$ cat src/rtl/vga_stream_driver.sv
// vga_stream_driver: parametrised VGA timing engine that pulls {r,g,b} pixels
// from a valid/ready stream and drives registered sync, colour and position
// outputs. Supports stream, colour-bar, masked-stream and blank modes.
module vga_stream_driver #(
    parameter int unsigned H_ACTIVE = 640,
    parameter int unsigned H_FP     = 16,
    parameter int unsigned H_SYNC   = 96,
    parameter int unsigned H_BP     = 48,
    parameter int unsigned V_ACTIVE = 480,
    parameter int unsigned V_FP     = 10,
    parameter int unsigned V_SYNC   = 2,
    parameter int unsigned V_BP     = 33,
    parameter bit          HS_POL   = 1'b0,
    parameter bit          VS_POL   = 1'b0,
    parameter int unsigned COLOR_W  = 4,
    parameter int unsigned CLK_DIV  = 4
) (
    input  logic                                          clk,
    input  logic                                          rst,
    input  logic                                          en,
    input  logic [1:0]                                    mode,
    input  logic [3*COLOR_W-1:0]                          pix_data,
    input  logic                                          pix_valid,
    output logic                                          pix_ready,
    input  logic                                          mask_bit,
    output logic                                          vga_hs,
    output logic                                          vga_vs,
    output logic [COLOR_W-1:0]                            vga_r,
    output logic [COLOR_W-1:0]                            vga_g,
    output logic [COLOR_W-1:0]                            vga_b,
    output logic [$clog2(H_ACTIVE+H_FP+H_SYNC+H_BP)-1:0] hcount,
    output logic [$clog2(V_ACTIVE+V_FP+V_SYNC+V_BP)-1:0] vcount,
    output logic                                          frame_start,
    output logic                                          underflow
);

    localparam int unsigned H_TOTAL  = H_ACTIVE + H_FP + H_SYNC + H_BP;
    localparam int unsigned V_TOTAL  = V_ACTIVE + V_FP + V_SYNC + V_BP;
    localparam int unsigned HC_W     = $clog2(H_TOTAL);
    localparam int unsigned VC_W     = $clog2(V_TOTAL);
    localparam int unsigned DIV_W    = (CLK_DIV > 1) ? $clog2(CLK_DIV) : 1;
    localparam int unsigned RGB_W    = 3 * COLOR_W;
    localparam int unsigned BAR_W    = H_ACTIVE / 8;
    localparam int unsigned HS_FIRST = H_ACTIVE + H_FP;
    localparam int unsigned HS_LAST  = H_ACTIVE + H_FP + H_SYNC - 1;
    localparam int unsigned VS_FIRST = V_ACTIVE + V_FP;
    localparam int unsigned VS_LAST  = V_ACTIVE + V_FP + V_SYNC - 1;

    localparam logic [1:0] MODE_STREAM = 2'd0;
    localparam logic [1:0] MODE_BARS   = 2'd1;
    localparam logic [1:0] MODE_MASK   = 2'd2;

    logic [DIV_W-1:0] div_q, div_d;
    logic [HC_W-1:0]  h_q, h_d;
    logic [VC_W-1:0]  v_q, v_d;
    logic [1:0]       mode_q, mode_d;
    logic             hs_q, hs_d;
    logic             vs_q, vs_d;
    logic [RGB_W-1:0] rgb_q, rgb_d;
    logic [HC_W-1:0]  hcount_q, hcount_d;
    logic [VC_W-1:0]  vcount_q, vcount_d;
    logic             frame_start_q, frame_start_d;
    logic             underflow_q, underflow_d;

    logic             tick;
    logic             h_wrap;
    logic [HC_W-1:0]  h_nxt;
    logic [VC_W-1:0]  v_nxt;
    logic             frame_tick;
    logic             active;
    logic [1:0]       mode_eff;
    logic [2:0]       bar_k;

    // Pixel tick, next raster position, effective mode and upstream handshake
    always_comb begin
        tick       = en && (div_q == DIV_W'(CLK_DIV - 1));
        h_wrap     = (h_q == HC_W'(H_TOTAL - 1));
        h_nxt      = h_wrap ? '0 : h_q + HC_W'(1);
        v_nxt      = v_q;
        if (h_wrap) begin
            v_nxt = (v_q == VC_W'(V_TOTAL - 1)) ? '0 : v_q + VC_W'(1);
        end
        frame_tick = tick && (h_nxt == '0) && (v_nxt == '0);
        active     = (h_nxt < HC_W'(H_ACTIVE)) && (v_nxt < VC_W'(V_ACTIVE));
        // The mode sampled at the frame boundary already governs pixel (0,0)
        mode_eff   = frame_tick ? mode : mode_q;
        pix_ready  = tick && active && ((mode_eff == MODE_STREAM) || (mode_eff == MODE_MASK));
        bar_k      = 3'd0;
        for (int unsigned i = 1; i < 8; i++) begin
            if (h_nxt >= HC_W'(i * BAR_W)) begin
                bar_k = 3'(i);
            end
        end
    end

    // Next-state: all output registers load together for the new position
    always_comb begin
        div_d         = div_q;
        h_d           = h_q;
        v_d           = v_q;
        mode_d        = mode_q;
        hs_d          = hs_q;
        vs_d          = vs_q;
        rgb_d         = rgb_q;
        hcount_d      = hcount_q;
        vcount_d      = vcount_q;
        underflow_d   = underflow_q;
        frame_start_d = 1'b0;

        if (en) begin
            div_d = tick ? '0 : div_q + DIV_W'(1);
        end

        if (tick) begin
            h_d           = h_nxt;
            v_d           = v_nxt;
            hcount_d      = h_nxt;
            vcount_d      = v_nxt;
            frame_start_d = frame_tick;
            if (frame_tick) begin
                mode_d = mode;
            end
            hs_d = ((h_nxt >= HC_W'(HS_FIRST)) && (h_nxt <= HC_W'(HS_LAST))) ? HS_POL : ~HS_POL;
            vs_d = ((v_nxt >= VC_W'(VS_FIRST)) && (v_nxt <= VC_W'(VS_LAST))) ? VS_POL : ~VS_POL;

            rgb_d = '0;
            if (active) begin
                case (mode_eff)
                    MODE_STREAM: if (pix_valid) rgb_d = pix_data;
                    MODE_MASK:   if (pix_valid && mask_bit) rgb_d = pix_data;
                    MODE_BARS:   rgb_d = {{COLOR_W{bar_k[2]}}, {COLOR_W{bar_k[1]}}, {COLOR_W{bar_k[0]}}};
                    default:     rgb_d = '0;
                endcase
            end

            // A starved pixel at the frame boundary keeps the flag set
            if (pix_ready && !pix_valid) begin
                underflow_d = 1'b1;
            end else if (frame_tick) begin
                underflow_d = 1'b0;
            end
        end
    end

    // State and output registers with asynchronous reset
    always_ff @(posedge clk or posedge rst) begin
        if (rst) begin
            div_q         <= '0;
            h_q           <= HC_W'(H_TOTAL - 1);
            v_q           <= VC_W'(V_TOTAL - 1);
            mode_q        <= MODE_STREAM;
            hs_q          <= ~HS_POL;
            vs_q          <= ~VS_POL;
            rgb_q         <= '0;
            hcount_q      <= '0;
            vcount_q      <= '0;
            frame_start_q <= 1'b0;
            underflow_q   <= 1'b0;
        end else begin
            div_q         <= div_d;
            h_q           <= h_d;
            v_q           <= v_d;
            mode_q        <= mode_d;
            hs_q          <= hs_d;
            vs_q          <= vs_d;
            rgb_q         <= rgb_d;
            hcount_q      <= hcount_d;
            vcount_q      <= vcount_d;
            frame_start_q <= frame_start_d;
            underflow_q   <= underflow_d;
        end
    end

    assign vga_hs      = hs_q;
    assign vga_vs      = vs_q;
    assign vga_r       = rgb_q[RGB_W-1 -: COLOR_W];
    assign vga_g       = rgb_q[2*COLOR_W-1 -: COLOR_W];
    assign vga_b       = rgb_q[COLOR_W-1:0];
    assign hcount      = hcount_q;
    assign vcount      = vcount_q;
    assign frame_start = frame_start_q;
    assign underflow   = underflow_q;

endmodule

$ cat config.mk
export PLATFORM = sky130hd
export DESIGN_NAME = vga_stream_driver
export DESIGN_NICKNAME = d
export VERILOG_FILES = /design/src/rtl/vga_stream_driver.sv
export SDC_FILE = /design/constraint.sdc
export NUM_CORES = 1
export LEC_CHECK = 0
export ABC_CLOCK_PERIOD_IN_PS = 4000
export CORE_MARGIN = 2
export CORE_UTILIZATION = 45
export DETAILED_ROUTE_END_ITERATION = 12
export PLACE_DENSITY = 0.76
export SLEW_MARGIN = 20
export SYNTH_ARGS = -nofsm -noshare
export SYNTH_HDL_FRONTEND = slang
export SYNTH_SLANG_ARGS = --single-unit
$ cat constraint.sdc
create_clock -name clk -period 4 [get_ports clk]
set_input_delay 0.8 -clock clk [delete_from_list [all_inputs] [get_ports clk]]
set_output_delay 0.8 -clock clk [all_outputs]
set_load 0.02 [all_outputs]
# Word-level counts from Yosys, hierarchy flattened
# Index checks and enable logic that the tools add are counted.
dict set report word_totals {
  register_bits 60
  input_bits 19
}
dict set report classes {
  n_eq_ne 5
  add_sub_neg 3
  magnitude_cmp 13
  n_reduce_logical 17
  muxes 21
}
# cell n
set op_table {}
lappend op_table {{$ge 10x9->1 const B} 4}
lappend op_table {{$mux 12} 3}
lappend op_table {{$pmux 12 s3} 1}
lappend op_table {{$mux 10} 3}
lappend op_table {{$add 10x1->10 const B} 2}
lappend op_table {{$eq 10x10->1 const B} 2}
lappend op_table {{$ge 10x10->1 const B} 2}
lappend op_table {{$ge 10x8->1 const B} 2}
lappend op_table {{$logic_not 10->1} 2}
lappend op_table {{$mux 3} 6}
lappend op_table {{$ge 10x7->1 const B} 1}
lappend op_table {{$le 10x10->1 const B} 1}
lappend op_table {{$le 10x9->1 const B} 1}
lappend op_table {{$logic_and 1x1->1} 10}
lappend op_table {{$lt 10x10->1 const B} 1}
lappend op_table {{$lt 10x9->1 const B} 1}
lappend op_table {{$mux 1} 6}
lappend op_table {{$eq 2x2->1 const B} 2}
lappend op_table {{$mux 2} 2}
lappend op_table {{$add 2x1->2 const B} 1}
lappend op_table {{$eq 2x1->1 const B} 1}
lappend op_table {{$logic_not 2->1} 1}
lappend op_table {{$reduce_and 2->1} 1}
lappend op_table {{$reduce_bool 2->1} 1}
lappend op_table {{other kinds (2)} 2}

# Longest topological paths before layout
# Gate-level depths: netlist (run 1).
dict set report logic_depth {
  ltp_word 12
  depth_mapped 12
}

# Worst setup path before layout (run 1)
# OpenSTA, ideal clock, no wires.
dict set report synth_timing {
  kind {register to output}
  from {register h_q[0]}
  to {output pix_ready}
  slack_ps 125
  t_arrival_ps 3075
  path_stages_with_launch 11
  path_buffers 2
  t_required_ps 3200
  path_cell_list {dfstp_2 ha_1 buf_4 nand4_4 or3_1 buf_2 a221o_1 a2111oi_4 o2111ai_2 mux2_2 nor2_1}
}
dict set report synth_between {
  elab_chain_cells 9
  elab_cells_between_ends 17
}
# item line_no
set synth_lines {}
lappend synth_lines {{start, declared} 54} ;# logic [HC_W-1:0] h_q, h_d;
lappend synth_lines {{start signal, assigned} 149} ;# h_q <= HC_W'(H_TOTAL - 1);
lappend synth_lines {{branches (longest 8 deep; another with $add 10x1->10)} -}
lappend synth_lines {{$logic_and 1x1->1 *} 87} ;# pix_ready = tick && active && ((mode_eff == MODE_STREAM) || (mode_eff == MODE_MASK));
lappend synth_lines {{end, declared} 24} ;# output logic pix_ready,
# Every way passes the cells marked *.

# Worst setup path after layout (run 1)
dict set report layout_timing {
  from {register h_q[1]}
  to {output pix_ready}
}
# Same word-level chain as after synthesis.

==> impl_metrics.py, run 1 <==
metrics = {
    "run_status": {
        "status": "finished clean",
    },
    "clocking": {
        "cts.reportedPaths.clkPinSlew_ps": 90,
        "cts_sinks": 50,
        "root_buffer": "sky130_fd_sc_hd__clkbuf_8",
        "clock_latency_late_sink_ps": 300,
        "cts_buffers": 5,
        "clockBufferDepth": 2,
        "cts_max_level": 2,
        "tritoncts_clock_tree": "built",
    },
    "timing": {
        "worst_slew_pin_slew_ps": 829,
        "fmax_achieved_mhz": 256,
        "period_share_pct": 97.7,
        "final_max_slew_viol_count": 0,
        "worst_slew_margin_rel_pct": 44.6,
        "final.setup_skew_ps": 3.91,
        "setup_violations": 0,
        "finalHoldViolCount": 0,
        "final_period_minus_worst_setup_slack_ps": 3910,
    },
    "drt": {
        "routed_wire_length_per_instance_um": 16.3,
        "detail-route-antenna-nets": 0,
        "drt_iter0_drc": 199,
        "drt_wl_total_um": 8310,
        "via_count": 2906,
        "viasPerCell": 5.70,
        "detail_route.first_pass.iterations": 5,
        "drt_drc_violations_left": 0,
    },
    "finish": {
        "layout_nets": 438,
        "postLayoutCoreUtil_pct": 62.0,
        "antenna-diode-count": 0,
        "layout-drive-gt1-share_pct": 23.4,
        "areaGrowthSynthToFinish_pct": 34.0,
    },
    "setup_path": {
        "timing.critical_path.cells": "ha_4 > nand4_4 > or3_4 > or4_4 > and2_4 > or4b_4 > nand4_4 > nor2_4 > buf_4",
        "critical_path_cell_count": 9,
        "worstPathBufferInverterCount": 1,
        "end_kind": "output pin",
        "worstRegToRegCells": 10,
        "start_kind": "flip-flop",
        "worst_ep_arrival_time_ps": 3110,
        "cp_top_delay_family": "simple AND/OR/NAND/NOR gates",
        "critical_path.most_common_cell": "sky130_fd_sc_hd__nand4_4",
        "worstSetupStartpoint": "h_q[1]",
        "critical_path.max_stage_delay_ps": 570,
        "worstPathRequired_ps": 3200,
        "maximum_fanout_encountered_on_the_critical_timing_path": 5,
        "critical_path_class": "flip-flop to output pin",
        "critical_path.reg2reg.startpoint": "h_q[1]",
        "timing.critical_path.slowest_stage_cell": "sky130_fd_sc_hd__dfstp_2",
    },
    "worst_hold_path": {
        "min_delay_path_depth": 1,
        "min_path_type": "flip-flop to flip-flop",
        "hold_sp": "hcount[9]",
    },
    "die": {
        "initial_utilization_pct": 46.3,
        "ioPinCount": 56,
        "placement_rows": 30,
        "area_of_the_core_region_um2": 6790,
        "die_width_um": 87.6,
        "die_h_um": 87.6,
        "die_area_um2": 7670,
    },
    "synth": {
        "synth_flop_cell": "sky130_fd_sc_hd__dfrtp_1",
        "netlist.area_leader.share_pct": 30.2,
        "ys.warnings.count": 0,
        "count_of_flip_flops_with_a_built_in_enable_after_synthesis": 0,
        "mean_instance_size_in_the_synthesized_netlist_um2": 9.39,
        "yosysUniqueCellTypes": 65,
        "most_area_hungry_cell_type_in_the_yosys_netlist": "sky130_fd_sc_hd__dfrtp_1",
        "seq_area_frac_synth_pct": 40.3,
        "post_synth_most_frequent_cells": "38 x sky130_fd_sc_hd__dfrtp_1, 27 x sky130_fd_sc_hd__nor2_1, 25 x sky130_fd_sc_hd__nand2_1",
        "number_of_register_bits_inferred_by_synthesis": 50,
        "netlist_top_cells_area": "sky130_fd_sc_hd__dfrtp_1 30%, sky130_fd_sc_hd__dfstp_2 10%, sky130_fd_sc_hd__a221o_1 4.1%",
        "postSynthNetCount": 360,
        "most_frequently_used_cell_type_in_the_post_synthesis_netlist": "sky130_fd_sc_hd__dfrtp_1",
        "postSynthCellCount": 335,
        "synth_area_um2": 3150,
        "synth-async-reset-ratio_pct": 100,
    },
    "global_routing": {
        "globalRouteMet2Util_pct": 33.6,
        "groute.usage.overall_pct": 21.5,
        "groute.layer.met1.usage_pct": 29.4,
        "globalRouteMet3Util_pct": 3.86,
        "first_pass_grt_wire_length_um": 13000,
        "grt_max_degree": 51,
        "grt-ovfl-total": 0,
        "grt.busiest_layer": "met2",
        "grt_antenna_before_repair": 0,
        "first_global_vias": 2754,
    },
    "placed_design": {
        "placement.io_buffers": 55,
        "place_congestion": 0.950,
        "dp_hpwl_um": 6160,
    },
    "power_and_ir_drop": {
        "ir_worst_vdd_v": 0.000312,
        "power.combinational.fraction_pct": 44.5,
        "power.switching_fraction_pct": 36.8,
        "p_sw_mw": 0.748,
        "power_frac_seq_pct": 37.1,
        "power_leakage_nw": 1.78,
        "p_int_mw": 1.28,
        "pwr-share-clk_pct": 18.4,
        "post-layout-total-power_mw": 2.03,
        "pd_cells_nw_per_um2": 482,
    },
    "flow_run": {
        "drv_cap": 0,
    },
}
cells by family (layout without fill, tap and decap cells):
logic type / Yosys count / count (layout) / synth area share [%]
compound gates: 81 / 81 / 20.0
xor+xnor: 19 / 19 / 5.29
fa+ha+maj: 7 / 7 / 2.70
buf+inv: 45 / 124 / 7.52
flops: 50 / 50 / 40.3
mux: 6 / 6 / 2.19
simple gates: 127 / 127 / 22.1
per-stage QoR:
| stage | area [µm²] | hold WS [ps] | cells | TNS, ps | setup slack [ps] |
|---|---|---|---|---|---|
| final | 4220 | 487 | 510 | 0 | 92.3 |
| after global routing | 4220 | 510 | 510 | -5.25 | -5.25 |
| after CTS | 4110 | 491 | 509 | 0 | 0.497 |
| after detailed placement | 3990 | 469 | 501 | -180 | -180 |
| after global placement | 3990 | 463 | 501 | -78.3 | -78.3 |
| after floorplan | 3150 | 485 | 335 | 0 | 125 |
area by class of cell:
type | instances | area (µm²)
fill | 570 | 2580
multi-input combinational | 240 | 1750
sequential | 50 | 1270
timing repair buffer | 105 | 923
tap | 96 | 120
clock buffer | 7 | 86.3
inverter | 11 | 42.5
clock inverter | 1 | 30.0
power by group through the flow:
| stage | logic (mW) | clock network (mW) | registers (mW) |
|---|---|---|---|
| after floorplan | 0.426 | 0 | 0.834 |
| after global placement | 0.871 | 0 | 0.749 |
| after detailed placement | 0.877 | 0 | 0.755 |
| after CTS | 0.883 | 0.383 | 0.747 |
| after global routing | 0.975 | 0.401 | 0.767 |
| final | 0.905 | 0.374 | 0.753 |
worst reg2reg max path, cell delays in order, from the launching register on:
cell and delay (ps):
sky130_fd_sc_hd__dfstp_2 570, sky130_fd_sc_hd__ha_4 160, sky130_fd_sc_hd__nand4_4 100, sky130_fd_sc_hd__or3_4 440, sky130_fd_sc_hd__a221o_1 320, sky130_fd_sc_hd__a2111oi_4 370
sky130_fd_sc_hd__o2111ai_4 180, sky130_fd_sc_hd__buf_4 190, sky130_fd_sc_hd__mux2_4 310, sky130_fd_sc_hd__a2111oi_4 710, sky130_fd_sc_hd__a221o_1 270
cells in the final DEF, fill, tap and decap left out, types with 2 or more instances in the layout:
cell and count:
sky130_fd_sc_hd__clkbuf_8 6, sky130_fd_sc_hd__xnor2_1 14, sky130_fd_sc_hd__nor3_1 12, sky130_fd_sc_hd__dfstp_2 12, sky130_fd_sc_hd__mux2_4 2, sky130_fd_sc_hd__or4_1 2
sky130_fd_sc_hd__mux2_2 2, sky130_fd_sc_hd__o21ai_0 15, sky130_fd_sc_hd__a211oi_1 2, sky130_fd_sc_hd__nand3_1 17, sky130_fd_sc_hd__nor4_1 5, sky130_fd_sc_hd__a311oi_1 2
sky130_fd_sc_hd__or3_4 2, sky130_fd_sc_hd__dfrtp_1 38, sky130_fd_sc_hd__and3_1 5, sky130_fd_sc_hd__and2_1 2, sky130_fd_sc_hd__a21oi_1 13, sky130_fd_sc_hd__inv_1 10
sky130_fd_sc_hd__o21a_1 4, sky130_fd_sc_hd__or2_2 2, sky130_fd_sc_hd__nor2b_1 5, sky130_fd_sc_hd__and4_1 2, sky130_fd_sc_hd__a2111oi_4 2, sky130_fd_sc_hd__xor2_1 5
sky130_fd_sc_hd__buf_4 51, sky130_fd_sc_hd__a31oi_1 5, sky130_fd_sc_hd__ha_1 5, sky130_fd_sc_hd__nor2_1 26, sky130_fd_sc_hd__a21o_1 8, sky130_fd_sc_hd__clkdlybuf4s50_1 54
sky130_fd_sc_hd__nand4_4 2, sky130_fd_sc_hd__a221o_1 13, sky130_fd_sc_hd__nand4_1 5, sky130_fd_sc_hd__mux2i_1 2, sky130_fd_sc_hd__nand2_1 25
flip-flops by register name, summed over array words and instances (netlist names):
register and count:
hcount 7, vga_hs 1, vga_vs 1, h_q 10, mode_q 2, div_q 2, underflow 1, v_q 10
rgb_q 12, vcount 3, frame_start 1
path summary, 6_finish.rpt:
path | slack, ps | endpoint
setup / recovery | 90 | pix_ready
hold / removal | 490 | hcount[9]
setup reg to reg | 310 | rgb_q[0]
hold reg to reg | 490 | hcount[9]
max in group asynchronous | 2560 | frame_start
min in group asynchronous | 950 | hcount[9]
per-layer routing:
metal	routed length [µm]	vias up
li1	-	1380
met1	3680	1380
met2	3930	124
met3	503	22
met4	201	0
met5	0	-
repair_timing:
item                       in CTS  in global routing
gates resized for setup         8                 17
setup endpoints to repair       1                 13
pin swaps                       1                  6
hold buffers                    0                  0
buffers inserted                0                  1
Note: power is estimated with default switching activity, not from simulation.
==> inputs of run 2 (changes only) <==
CTS_BUF_LIST = sky130_fd_sc_hd__clkbuf_8   (was not set)
CTS_CLUSTER_SIZE = 16   (was not set)
==> impl_metrics.py, run 2 (synthesized netlist as in run 1, its figures left out) <==
metrics = {
    "run_status": {
        "status": "finished clean",
    },
    "setup_path": {
        "timing.reg2reg.setup_slack_ps": 310,
        "critical_path_class": "flip-flop to output pin",
        "start_kind": "flip-flop",
        "worstPathRequired_ps": 3200,
        "worst_ep_arrival_time_ps": 3110,
        "end_kind": "output pin",
        "maximum_fanout_encountered_on_the_critical_timing_path": 5,
    },
    "finish": {
        "mostFrequentLayoutCell": "sky130_fd_sc_hd__clkdlybuf4s50_1",
        "layout_nets": 438,
        "postLayoutCoreUtil_pct": 62.0,
        "post_route_standard_cell_area_excluding_fillers_um2": 4220,
        "antenna-diode-count": 0,
        "top_regs": "rgb_q x12, h_q x10, v_q x10",
        "registers.top_by_ff_count": "rgb_q",
        "layout.cells.most_common_list": "54 x sky130_fd_sc_hd__clkdlybuf4s50_1, 51 x sky130_fd_sc_hd__buf_4, 38 x sky130_fd_sc_hd__dfrtp_1",
        "largest_reg_flops": 12,
        "areaGrowthSynthToFinish_pct": 34.0,
        "layout-drive-gt1-share_pct": 23.4,
    },
    "timing": {
        "period_share_pct": 97.7,
        "final_period_minus_worst_setup_slack_ps": 3910,
        "final.setup_skew_ps": 4.29,
        "worst_slew_pin_slew_ps": 829,
        "final_max_slew_viol_count": 0,
        "fmax_achieved_mhz": 256,
        "worst_slew_margin_rel_pct": 44.6,
        "finalHoldViolCount": 0,
        "whs_ps": 487,
        "setup_violations": 0,
    },
    "drt": {
        "detail_route.first_pass.iterations": 5,
        "drt_drc_violations_left": 0,
        "drt_wl_total_um": 8310,
        "viasPerCell": 5.69,
        "routed_wire_length_per_instance_um": 16.3,
        "drt_iter0_drc": 198,
        "detail-route-antenna-nets": 0,
        "via_count": 2900,
    },
    "worst_hold_path": {
        "min_path_type": "flip-flop to flip-flop",
    },
    "die": {
        "area_of_the_core_region_um2": 6790,
        "die_area_um2": 7670,
        "die_width_um": 87.6,
        "placement_rows": 30,
        "die_h_um": 87.6,
        "ioPinCount": 56,
        "initial_utilization_pct": 46.3,
    },
    "clocking": {
        "cts.reportedPaths.clkPinSlew_ps": 90,
        "tritoncts_clock_tree": "built",
        "cts_sinks": 50,
        "hold_buffers": 0,
        "root_buffer": "sky130_fd_sc_hd__clkbuf_8",
        "cts_max_level": 2,
        "clockBufferDepth": 2,
        "clock_latency_late_sink_ps": 300,
        "cts_buffers": 5,
    },
    "power_and_ir_drop": {
        "post-layout-total-power_mw": 2.03,
        "ir_worst_vdd_v": 0.000312,
        "power_leakage_nw": 1.78,
        "pd_cells_nw_per_um2": 481,
    },
    "global_routing": {
        "first_global_vias": 2754,
        "grt_max_degree": 51,
        "grt-ovfl-total": 0,
        "first_pass_grt_wire_length_um": 13000,
        "groute.usage.overall_pct": 21.5,
        "grt_antenna_before_repair": 0,
    },
    "flow_run": {
        "drv_cap": 0,
    },
    "placed_design": {
        "placement.io_buffers": 55,
        "place_congestion": 0.950,
        "placement.cell_area_um2": 3990,
        "dp_hpwl_um": 6160,
    },
}
## run 2: cell types whose count changed in the layout (fill, tap and decap cells not counted)
cell                       change
sky130_fd_sc_hd__inv_1         +1
sky130_fd_sc_hd__clkbuf_1      -1
## run 2: path summary, 6_finish.rpt
check | start | end | depth (start not counted)
min in group asynchronous | rst | hcount[9] | 2
worst max-delay path | h_q[1] | pix_ready | 9
max in group asynchronous | rst | frame_start | 2
worst min-delay path | hcount[9] | hcount[9] | 1
worst max register to register | h_q[1] | rgb_q[0] | 12
worst min register to register | hcount[9] | hcount[9] | 1
## run 2: what timing repair did
action,4_1_cts,5_1_grt
endpoints found under the hold margin,0,0
buffers inserted,0,1
endpoints found under the setup margin,1,13
pin swaps,1,6
gates cloned,0,0
gates resized for setup,8,17
## run 2: metal layers
metal / vias up / track usage [%] / wire [µm]
li1: 1379 / - / -
met1: 1371 / 29.4 / 3660
met2: 128 / 33.6 / 3930
met3: 22 / 3.86 / 527
met4: 0 / 9.23 / 201
met5: - / 0 / 0
## run 2: worst max-delay path, cell delays in order, from the launching register on
cell and delay [ps]:
sky130_fd_sc_hd__dfstp_2 570, sky130_fd_sc_hd__ha_4 150, sky130_fd_sc_hd__nand4_4 100, sky130_fd_sc_hd__or3_4 440
sky130_fd_sc_hd__or4_4 530, sky130_fd_sc_hd__and2_4 180, sky130_fd_sc_hd__or4b_4 500, sky130_fd_sc_hd__nand4_4 130
sky130_fd_sc_hd__nor2_4 40, sky130_fd_sc_hd__buf_4 150
## run 2: through the flow
step	instances	setup TNS, ps	setup WS (ps)
floorplan	335	0	125
global placement	501	-78.3	-78.3
detailed placement	501	-180	-180
CTS	509	0	0.497
global route	510	-5.25	-5.25
finish	510	0	93.1
## run 2: layout make-up
class	instances	area, µm²
multi-input combinational	240	1750
inverter	11	42.5
timing repair buffer	105	923
clock buffer	6	82.6
clock inverter	2	33.8
fill	570	2580
tap	96	120
sequential	50	1270
## run 2: power breakdown
| group | total (mW) | switching (mW) | internal (mW) |
|---|---|---|---|
| logic | 0.905 | 0.482 | 0.423 |
| clock network | 0.372 | 0.170 | 0.202 |
| registers | 0.753 | 0.0965 | 0.656 |
==> inputs of run 3 (changes only) <==
GPL_TIMING_DRIVEN = 0   (was not set)
==> impl_metrics.py, run 3 (synthesized netlist as in run 1, its figures left out) <==
metrics = {
    "run_status": {
        "status": "finished clean",
    },
    "setup_path": {
        "worst_ep_arrival_time_ps": 3190,
        "maximum_fanout_encountered_on_the_critical_timing_path": 10,
        "critical_path_class": "flip-flop to output pin",
        "worstReg2RegEnd": "rgb_q[1]",
        "critical_path.endpoint": "pix_ready",
        "critical_path.most_common_cell": "sky130_fd_sc_hd__buf_6",
        "end_kind": "output pin",
        "critical_path.reg2reg.startpoint": "h_q[7]",
        "worstRegToRegCells": 12,
        "start_kind": "flip-flop",
        "critical_path.max_stage_delay_ps": 510,
        "worstSetupStartpoint": "h_q[7]",
        "timing.critical_path.cells": "buf_4 > nand3b_1 > or3_1 > buf_6 > or4_4 > and2_4 > or4b_4 > nand4_4 > nor2_4 > buf_6",
        "worstPathRequired_ps": 3200,
        "timing.critical_path.slowest_stage_cell": "sky130_fd_sc_hd__or4_4",
        "timing.reg2reg.setup_slack_ps": 360,
    },
    "drt": {
        "detail-route-antenna-nets": 0,
        "via_count": 2885,
        "viasPerCell": 5.62,
        "routed_wire_length_per_instance_um": 15.9,
        "drt_iter0_drc": 184,
        "drt_drc_violations_left": 0,
        "drt_wl_total_um": 8160,
        "detail_route.first_pass.iterations": 4,
    },
    "die": {
        "die_width_um": 87.6,
        "area_of_the_core_region_um2": 6790,
        "placement_rows": 30,
        "ioPinCount": 56,
        "die_area_um2": 7670,
        "initial_utilization_pct": 46.3,
        "die_h_um": 87.6,
    },
    "finish": {
        "layout-drive-gt1-share_pct": 21.6,
        "largest_reg_flops": 12,
        "areaGrowthSynthToFinish_pct": 33.1,
        "postLayoutCoreUtil_pct": 61.6,
        "mostFrequentLayoutCell": "sky130_fd_sc_hd__clkdlybuf4s50_1",
        "top_regs": "rgb_q x12, h_q x10, v_q x10",
        "antenna-diode-count": 0,
        "layout.cells.most_common_list": "54 x sky130_fd_sc_hd__clkdlybuf4s50_1, 38 x sky130_fd_sc_hd__dfrtp_1, 34 x sky130_fd_sc_hd__buf_4",
        "registers.top_by_ff_count": "rgb_q",
        "layout_nets": 441,
    },
    "timing": {
        "setup_violations": 0,
        "period_share_pct": 99.8,
        "final_period_minus_worst_setup_slack_ps": 3990,
        "rsz_0062_raised_after_global_routing": "true",
        "worst_slew_pin_slew_ps": 645,
        "setup_slack_ps": 8.68,
        "final_max_slew_viol_count": 0,
        "final.setup_skew_ps": 9.49,
        "setup-tns-final_ps": 0,
        "worst_slew_margin_rel_pct": 56.6,
        "fmax_achieved_mhz": 251,
        "finalHoldViolCount": 0,
    },
    "clocking": {
        "tritoncts_clock_tree": "built",
        "cts_max_level": 2,
        "cts_buffers": 5,
        "clock_latency_late_sink_ps": 310,
        "clockBufferDepth": 2,
        "cts.reportedPaths.clkPinSlew_ps": 100,
        "root_buffer": "sky130_fd_sc_hd__clkbuf_8",
        "cts_sinks": 50,
    },
    "power_and_ir_drop": {
        "power_frac_seq_pct": 37.7,
        "pd_cells_nw_per_um2": 464,
        "post-layout-total-power_mw": 1.94,
        "p_int_mw": 1.19,
        "p_sw_mw": 0.752,
        "ir_worst_vdd_v": 0.000349,
        "power.switching_fraction_pct": 38.7,
        "pwr-share-clk_pct": 16.0,
        "power_leakage_nw": 1.73,
        "power.combinational.fraction_pct": 46.3,
    },
    "global_routing": {
        "grt_antenna_before_repair": 0,
        "groute.usage.overall_pct": 22.3,
        "first_global_vias": 2777,
        "grt_max_degree": 28,
        "grt-ovfl-total": 0,
        "first_pass_grt_wire_length_um": 13600,
    },
    "worst_hold_path": {
        "min_path_type": "flip-flop to flip-flop",
    },
    "placed_design": {
        "dp_hpwl_um": 5860,
        "placement.io_buffers": 55,
        "pre_cts_slack_ps": -704,
        "place_congestion": 0.891,
    },
    "flow_run": {
        "drv_cap": 0,
    },
}
[run 3: final cells by class]
type	instances	area, µm²
Sequential cell	50	1270
Timing Repair Buffer	76	722
Buffer	32	199
Inverter	11	41.3
Clock buffer	5	68.8
Tap cell	96	120
Multi-Input combinational cell	240	1750
Clock inverter	3	23.8
Fill cell	568	2610
[run 3: worst max-delay path: cells and delay by family (launching register included)]
kind | cells | cell delay, ps
AND/OR/NAND/NOR | 7 | 2040
buffers and inverters | 3 | 440
flip-flops | 1 | 390
[run 3: what timing repair did]
action | CTS | global route
buffers inserted | 14 | 6
gates resized for setup | 27 | 3
pin swaps | 8 | 2
hold buffers | 0 | 0
setup endpoints to repair | 11 | 1
[run 3: power groups by stage]
stage	registers (mW)	clock network, mW	logic, mW
detailed placement	0.750	0	0.827
finish	0.733	0.311	0.899
global placement	0.745	0	0.810
CTS	0.733	0.318	0.901
floorplan	0.834	0	0.426
global route	0.751	0.336	0.986
[run 3: how the worst min path moves through the flow]
stage | start | to | slack, ps | depth (start not counted)
floorplan | div_q[1] | div_q[1] | 480 | 1
global placement | hcount[0] | hcount[0] | 460 | 1
detailed placement | hcount[0] | hcount[0] | 470 | 1
CTS | vcount[2] | vcount[2] | 490 | 1
global route | vcount[3] | vcount[3] | 510 | 1
finish | vcount[2] | vcount[2] | 490 | 1
[run 3: stage by stage]
step	std cells	hold WS (ps)	cell area, µm²
floorplan	335	485	3150
global placement	486	463	3820
detailed placement	487	470	3840
CTS	507	494	4140
global route	513	512	4190
finish	513	490	4190
[run 3: layer usage]
metal,vias to the layer above,routed length (µm),GRT usage [%]
met4,0,146,6.43
met2,119,3740,34.7
met3,12,480,3.86
li1,1380,-,-
met1,1374,3800,32.1
met5,-,0,0
